<file path="src/rtl/ifetch_unit.sv">
// ifetch_unit: instruction fetch front-end.
// Issues word-aligned fetches at the current PC, buffers in-order responses
// tagged with their PC in a small FIFO, and hands them to decode over a
// valid/ready handshake. A redirect re-steers the PC, flushes the FIFO and
// discards every response still in flight.
// Optional build macro IFETCH_PERF_EN adds perf_fetch_cnt / perf_drop_cnt.
module ifetch_unit #(
  parameter int FIFO_DEPTH = 2,
  parameter int ADDR_W     = 32
) (
  input  logic              clk,
  input  logic              rst_n,
  input  logic [ADDR_W-1:0] pc,
  output logic [ADDR_W-1:0] pc_next,
  input  logic              redirect_valid,
  input  logic [ADDR_W-1:0] redirect_pc,
  output logic              imem_req_valid,
  input  logic              imem_req_ready,
  output logic [ADDR_W-1:0] imem_addr,
  input  logic              imem_rsp_valid,
  input  logic [31:0]       imem_rsp_data,
  output logic              if_valid,
  input  logic              if_ready,
  output logic [31:0]       if_instr,
  output logic [ADDR_W-1:0] if_pc
`ifdef IFETCH_PERF_EN
  ,
  output logic [31:0]       perf_fetch_cnt,
  output logic [31:0]       perf_drop_cnt
`endif
);

  localparam int PTR_W = $clog2(FIFO_DEPTH);
  localparam int CNT_W = PTR_W + 1;
  localparam logic [CNT_W:0] DEPTH_SUM = (CNT_W + 1)'(FIFO_DEPTH);
  localparam logic [ADDR_W-1:0] WORD_MASK = ~ADDR_W'(3);
  localparam logic [ADDR_W-1:0] WORD_STEP = ADDR_W'(4);

  // Instruction buffer storage
  logic [31:0]       instr_mem [FIFO_DEPTH];
  logic [ADDR_W-1:0] pc_mem    [FIFO_DEPTH];
  logic [PTR_W-1:0]  rd_ptr;
  logic [PTR_W-1:0]  wr_ptr;
  logic [CNT_W-1:0]  fifo_count;

  // Fetch bookkeeping
  logic [CNT_W-1:0]  outstanding;
  logic [CNT_W-1:0]  drop_cnt;
  logic [ADDR_W-1:0] rsp_pc;

  // Combinational control
  logic [CNT_W:0]    credit_sum;
  logic [ADDR_W-1:0] redirect_tgt;
  logic              req_fire;
  logic              rsp_live;
  logic              rsp_drop;
  logic              push;
  logic              pop;

  assign credit_sum   = {1'b0, fifo_count} + {1'b0, outstanding};
  assign redirect_tgt = redirect_pc & WORD_MASK;

  // Request issue and next-PC selection (redirect > accepted fetch > hold)
  always_comb begin
    imem_addr      = pc & WORD_MASK;
    imem_req_valid = rst_n && !redirect_valid && (credit_sum < DEPTH_SUM);
    req_fire       = imem_req_valid && imem_req_ready;
    if (redirect_valid) begin
      pc_next = redirect_tgt;
    end else if (req_fire) begin
      pc_next = pc + WORD_STEP;
    end else begin
      pc_next = pc;
    end
  end

  // Response classification and decode handshake
  always_comb begin
    rsp_live = imem_rsp_valid && (outstanding != '0);
    rsp_drop = rsp_live && (redirect_valid || (drop_cnt != '0));
    push     = rsp_live && !rsp_drop;
    if_valid = (fifo_count != '0) && !redirect_valid;
    pop      = if_valid && if_ready;
    if_instr = instr_mem[rd_ptr];
    if_pc    = pc_mem[rd_ptr];
  end

  // Buffer storage: write the tagged response at the tail
  always_ff @(posedge clk or negedge rst_n) begin
    if (!rst_n) begin
      for (int unsigned i = 0; i < FIFO_DEPTH; i++) begin
        instr_mem[i] <= '0;
        pc_mem[i]    <= '0;
      end
    end else if (push) begin
      instr_mem[wr_ptr] <= imem_rsp_data;
      pc_mem[wr_ptr]    <= rsp_pc;
    end
  end

  // Buffer pointers and occupancy; a redirect empties the buffer
  always_ff @(posedge clk or negedge rst_n) begin
    if (!rst_n) begin
      rd_ptr     <= '0;
      wr_ptr     <= '0;
      fifo_count <= '0;
    end else if (redirect_valid) begin
      rd_ptr     <= '0;
      wr_ptr     <= '0;
      fifo_count <= '0;
    end else begin
      if (push) wr_ptr <= wr_ptr + PTR_W'(1);
      if (pop)  rd_ptr <= rd_ptr + PTR_W'(1);
      fifo_count <= fifo_count + CNT_W'(push) - CNT_W'(pop);
    end
  end

  // In-flight tracking, drop accounting and response PC tag
  always_ff @(posedge clk or negedge rst_n) begin
    if (!rst_n) begin
      outstanding <= '0;
      drop_cnt    <= '0;
      rsp_pc      <= '0;
    end else begin
      outstanding <= outstanding + CNT_W'(req_fire) - CNT_W'(rsp_live);
      if (redirect_valid) begin
        // Everything still in flight, minus the response landing now, is stale.
        drop_cnt <= outstanding - CNT_W'(rsp_live);
        rsp_pc   <= redirect_tgt;
      end else begin
        if (rsp_drop) drop_cnt <= drop_cnt - CNT_W'(1);
        if (push)     rsp_pc   <= rsp_pc + WORD_STEP;
      end
    end
  end

`ifdef IFETCH_PERF_EN
  // Performance counters: decode transfers and discarded/flushed instructions
  always_ff @(posedge clk or negedge rst_n) begin
    if (!rst_n) begin
      perf_fetch_cnt <= '0;
      perf_drop_cnt  <= '0;
    end else begin
      if (pop) perf_fetch_cnt <= perf_fetch_cnt + 32'd1;
      perf_drop_cnt <= perf_drop_cnt + 32'(rsp_drop)
                     + (redirect_valid ? 32'(fifo_count) : '0);
    end
  end
`endif

endmodule
</file>
<file path="config.mk">
export PLATFORM = sky130hd
export DESIGN_NAME = ifetch_unit
export DESIGN_NICKNAME = d
export VERILOG_FILES = /design/src/rtl/ifetch_unit.sv
export SDC_FILE = /design/constraint.sdc
export NUM_CORES = 1
export LEC_CHECK = 0
export ABC_AREA = 1
export CAP_MARGIN = 10
export CELL_PAD_IN_SITES_DETAIL_PLACEMENT = 1
export CELL_PAD_IN_SITES_GLOBAL_PLACEMENT = 1
export CORE_MARGIN = 10
export CORE_UTILIZATION = 33
export CTS_CLUSTER_DIAMETER = 100
export DETAILED_ROUTE_END_ITERATION = 10
export PLACE_DENSITY = 0.78
export SLEW_MARGIN = 20
export SYNTH_ARGS = -nofsm -noshare
export SYNTH_HDL_FRONTEND = slang
export SYNTH_SLANG_ARGS = --single-unit
</file>
<file path="constraint.sdc">
create_clock -name clk -period 2.1 [get_ports clk]
set_clock_uncertainty 0.15 [all_clocks]
set_input_delay 0.315 -clock clk [delete_from_list [all_inputs] [get_ports clk]]
set_output_delay 0.315 -clock clk [all_outputs]
set_load 0.01 [all_outputs]
</file>
# ---- After elaboration in Yosys (flattened, before gate mapping)
# Index checks and enable logic that the tools add are counted.
dict set report totals {
  out_inout_bits 130
  reg_bits 168
  inputBits 102
}
dict set report classes {
  n_addsub 11
  bitwise_logic 2
  mux 21
  order_cmp 4
  reduce_logical 18
}
# op count
set ops {}
lappend ops {{two-way mux 32 bit} 11}
lappend ops {{bitwise mux 64 bit} 2}
lappend ops {{adder 32 x 3 -> 32 bit (second input constant)} 2}
lappend ops {{demux 32 bit (select 1 bit)} 1}
lappend ops {{nonzero test 2 bit} 6}
lappend ops {{logical AND 1 bit} 9}
lappend ops {{two-way mux 2 bit} 3}
lappend ops {{subtractor 2 x 1 -> 2 bit} 3}
lappend ops {{adder 2 x 1 -> 2 bit} 2}
lappend ops {{>= comparator 2 bit (second input constant)} 2}
lappend ops {{two-way mux 1 bit} 4}
lappend ops {{inverter 1 -> 2 bit} 2}
lappend ops {{adder 2 x 2 -> 3 bit} 1}
lappend ops {{less-than comparator 3 x 2 -> 1 bit (second input constant)} 1}
lappend ops {{adder 1 bit (second input constant)} 2}
lappend ops {{logical NOT 1 bit} 2}
lappend ops {{less-than comparator 2 x 1 -> 1 bit (second input constant)} 1}
lappend ops {{subtractor 2 x 1 -> 2 bit (second input constant)} 1}
lappend ops {{logical OR 1 bit} 1}

# ---- Longest topological paths before layout
dict set report depth {
  word_depth 8
  mapped_depth 13
  depth_no_buf 13
}

# ---- Worst setup path after synthesis
# Ideal clock, no wire load.
dict set report synth_path {
  path_type {reg-to-output}
  from {register outstanding[0]}
  to {output port pc_next[6]}
  t_arrival_ns 1.922
  required_time_ns 1.635
  n_path_buf 1
  stages_incl_launch_ff 10
  slack_ns -0.287
  cell_sequence {dfrtp_1 > nand2_1 > inv_1 > fa_1 > nor2_1 > nand3_4 > buf_6 > nor3_4 > a21oi_1 > o21ai_0}
}
dict set report synth_between {
  elab_chain_len 6
}
# element line_no
set synth_rtl {}
lappend synth_rtl {{start, declared} 47} ;# logic [CNT_W-1:0] outstanding;
lappend synth_rtl {{start signal, assigned} 125} ;# outstanding <= outstanding + CNT_W'(req_fire) - CNT_W'(rsp_live);
lappend synth_rtl {{adder 2 x 2 -> 3 bit} 60} ;# assign credit_sum = {1'b0, fifo_count} + {1'b0, outstanding};
lappend synth_rtl {{less-than comparator 3 x 2 -> 1 bit} 66} ;# imem_req_valid = rst_n && !redirect_valid && (credit_sum < DEPTH_SUM);
lappend synth_rtl {{logical AND 1 bit} 66}
lappend synth_rtl {{logical AND 1 bit} 67} ;# req_fire = imem_req_valid && imem_req_ready;
lappend synth_rtl {{two-way mux 32 bit} 70} ;# end else if (req_fire) begin
lappend synth_rtl {{two-way mux 32 bit} 68} ;# if (redirect_valid) begin
lappend synth_rtl {{end, declared} 14} ;# output logic [ADDR_W-1:0] pc_next,
# Every way passes these cells.

# ---- Worst setup path in the final report
dict set report layout_path {
  from {register outstanding[0]}
  to {output port pc_next[12]}
}
# The elaborated chain is that of the path after synthesis.

==> run summary <==
The run finished, with violations left. The final reports fail on negative setup slack. On the critical path the largest part of the delay comes from simple AND/OR/NAND/NOR gates. The critical path in this run is classified as flip-flop to output pin. The clock reaches the later pin of the worst-skew pair after 0.44 ns.

The run gives 7.14 nW as the leakage power. The H-tree depth is 4, and the register bit total from synthesis is 162. The relative slew slack came out at 55.0%. The number of buffer cells added on primary ports works out to 225.

The final critical delay including setup and external delays is 3.14 ns. The first routing iteration left 445 violations. The cell count of the worst reg-to-reg path came out at 13. After floorplanning, the core was divided into 61 placement rows.

At the end of the flow, the number of nets in the layout was 1659. After detailed routing, the average wire length per cell comes to 19.6 um. The layout-stage area growth over the synthesis result is 54.9%, and the first-pass GRT wire length is 59700 um.

The tool flagged a number of max-cap violations equal to 0. Clock-pin slew was measured on the worst setup and hold paths at 0.08 ns. On the worst path, the slowest cell contributes a delay of 0.49 ns. The vertical die dimension is 189 um, and the power density over the cells is 1030 nW/um^2. The detailed-route wire length was 38000 um. The design draws 0.0150 W.

Highest-delay cell along the critical path: fa_1. The number of buffers created by CTS came out at 17. The worst register-to-register path begins at outstanding[0]. The depth of the worst hold-timing path works out to 3. Initial antenna violation count: 1. The capture instance of the worst register-to-register path was outstanding[1]. The signal arrival time at the worst endpoint was 2.67 ns; the weighted congestion at the end of routability-driven global placement was 0.876.

Counting both buffers and inverters, the worst setup path holds a total of 4. Dividing the final minimum period by the clock period gives 149%. The tools report the critical path capture point type as an output pin. Along the worst path, the maximum fanout reaches 5. Setup repair after global routing could not meet its margin everywhere. CTS placed an instance of clkbuf_16 at the clock tree root. For the count of unique library cells instantiated by Yosys, the log shows 42. Static timing analysis puts the maximum clock frequency at 0.319 GHz. The total number of yosys warnings came out at 0. Entering global routing, the biggest net connects 115 pins. After floorplanning, the core was sized to cover 27900 sq um. STA classifies the critical path startpoint as a flip-flop. The initial utilization of the core area, before any placement, comes to 33.7%. The number of max-slew violations in the final report was 0. The number of hold-slack violations in the final timing report was 0; the register-to-register setup slack was -0.47 ns.

The via count of the first global-routing pass came out at 10700. Walking the worst path, the cells encountered are nand2_1 > inv_2 > fa_1 > nor2_4 > nand3_4 > buf_12 > nor2_4 > buf_6 > nand2_4 > o211ai_1 > nand2_1 > buf_6. The synthesized area per cell was 7.83 sq um. The detailed-placement wirelength estimate was 27000 um.

The final setup slack of the worst path was -1.04 ns. In the routed layout, each cell is associated on average with a via count of 4.91. Across the VDD grid, the largest voltage drop is 0.582 mV. The first detailed-routing pass took 4 iterations. Setup violations remaining at the end of the flow were counted as 94. For this run the aggregate overflow at the end of global routing stands at 0.

Summing every instance area after synthesis gives 9410 sq um. The via count was 9529. For this design, the sink count on the clock tree is 162. At the pin with the least slew margin, the transition time is 0.675 ns. Global routing used 20.9% of the available tracks across all layers. The run gives 232 as the number of top-level pins. TritonCTS built the clock tree. For the number of antenna cells inserted, the log shows 0.

For the worst setup path, the data required time is 1.63 ns. In the final layout, the share of cells above drive strength 1 is 29.8%. The run gives 43.1% as the post-synthesis sequential area ratio.

In the routed design, unresolved DRC markers number 0. The floorplan step defined a die boundary enclosing 35700 sq um. The die width is 189 um.

Final-layout worst hold slack: 0.314 ns. The worst hold path terminates at instr_mem[35]. The tools report the maximum buffer depth of the clock tree as 2.

After technology mapping, the gate count stands at 1203. The path class of the tightest hold or removal check is primary input to flip-flop. The tools report the startpoint of the worst hold path as imem_rsp_data[3].

The detail route stage leaves a number of antenna-violating nets equal to 0.
## placed cells by master, fill, tap and decap left out, drive strengths merged, types with 4 or more instances in the layout
cell           count
mux2              62
ha                 8
nor2              87
inv              152
o21bai             9
o22ai              7
xor2               4
nand4             16
buf              274
o211ai            13
clkdlybuf4s50    125
clkbuf            17
nand3             74
dfrtp            162
a21oi             12
o21ai            162
nor3              12
conb               4
nand2            329
## worst max path at each step
stage	start	end	slack (ns)	depth (start not counted)
after detailed placement	pc[16]	pc_next[21]	-0.90	9
after global placement	fifo_count[0]	pc_next[26]	-0.87	11
after CTS	fifo_count[0]	pc_next[25]	-1.05	13
after global routing	fifo_count[0]	pc_next[12]	-1.16	12
after floorplan	outstanding[0]	pc_next[8]	-0.20	11
final	outstanding[0]	pc_next[12]	-1.04	12
## synth_stat cells (all sizes together)
| master | number | area [sq um] |
|---|---|---|
| a21oi | 12 | 60.1 |
| a22oi | 1 | 7.51 |
| a31oi | 3 | 18.8 |
| and2 | 2 | 12.5 |
| and3 | 1 | 6.26 |
| buf | 62 | 454 |
| clkbuf | 20 | 85.1 |
| conb | 1 | 3.75 |
| dfrtp | 162 | 4050 |
| fa | 1 | 20.0 |
| ha | 8 | 100 |
| inv | 146 | 551 |
| mux2 | 62 | 698 |
| mux2i | 1 | 10.0 |
| nand2 | 329 | 1260 |
| nand3 | 74 | 383 |
| nand3b | 3 | 22.5 |
| nand4 | 16 | 100 |
| nor2 | 87 | 364 |
| nor3 | 12 | 110 |
| o211ai | 13 | 97.6 |
| o21a | 1 | 8.76 |
| o21ai | 162 | 811 |
| o21bai | 9 | 67.6 |
| o22ai | 7 | 43.8 |
| or2 | 1 | 6.26 |
| xnor2 | 3 | 26.3 |
| xor2 | 4 | 35.0 |
## flip-flops by register name, indices dropped and copies added (netlist names)
signal       count
drop_cnt         2
pc_mem          60
rd_ptr           1
fifo_count       2
outstanding      2
rsp_pc          30
instr_mem       64
wr_ptr           1
## kinds of logic after synthesis
kind of cell / after synthesis / share of synthesized area (%)
and+or+nand+nor: 525 / 24.0
buffers and inverters: 228 / 11.6
AOI/OAI and AO/OA: 208 / 11.8
DFF: 162 / 43.1
muxes: 63 / 7.52
adders and majority gates: 9 / 1.28
xor gates and xnor gates: 7 / 0.651
other: 1 / 0.0398
## final cells by class
class,instances,area (sq um)
Fill cell,3322,13400
Multi-Input combinational cell,816,4810
Sequential cell,162,4060
Timing Repair Buffer,405,4050
Inverter,146,566
Tap cell,378,473
Clock buffer,17,425
Clock inverter,15,196
## power breakdown
group          internal, W  switching (W)  total (W)
logic              0.00363        0.00312    0.00674
registers          0.00423       0.000708    0.00494
clock network      0.00191        0.00143    0.00334
total              0.00977        0.00526     0.0150
## through the flow
| stage | worst slack (ns) | utilization (%) | setup TNS, ns | cell area, sq um | cells |
|---|---|---|---|---|---|
| after detailed placement | -0.901 | 46.0 | -28.83 | 12800 | 1864 |
| after global routing | -1.16 | 52.2 | -42.68 | 14600 | 1939 |
| final | -1.04 | 52.2 | -35.36 | 14600 | 1939 |
| after global placement | -0.866 | 46.0 | -27.36 | 12800 | 1864 |
| after floorplan | -0.205 | - | -3.16 | 9500 | 1206 |
| after CTS | -1.05 | 51.3 | -40.14 | 14300 | 1934 |
## timing repair
action | 4_1_cts | 5_1_grt
gates cloned | 7 | 0
pin swaps | 28 | 40
endpoints found under the setup margin | 97 | 105
gates resized for setup | 582 | 102
setup buffers | 31 | 19
hold buffers | 1 | 0
endpoints found under the hold margin | 48 | 0
## layer usage
layer,track usage (%),part of all wire [%],vias up
met5,0,0.026,-
met3,5.75,6.3,35
met1,25.3,43,4684
li1,-,-,4551
met4,4.27,1.5,2
met2,36.2,49,257
## worst register-to-register path: cells and delay by family, from the launching register on
family,cells,cell delay [ns]
adder cells (fa/ha/maj),3,0.90
buffers and inverters,6,0.56
flip-flops,1,0.38
AND/OR/NAND/NOR,3,0.36
XOR/XNOR,1,0.12
No activity file was read; power rests on OpenSTA's default activity.
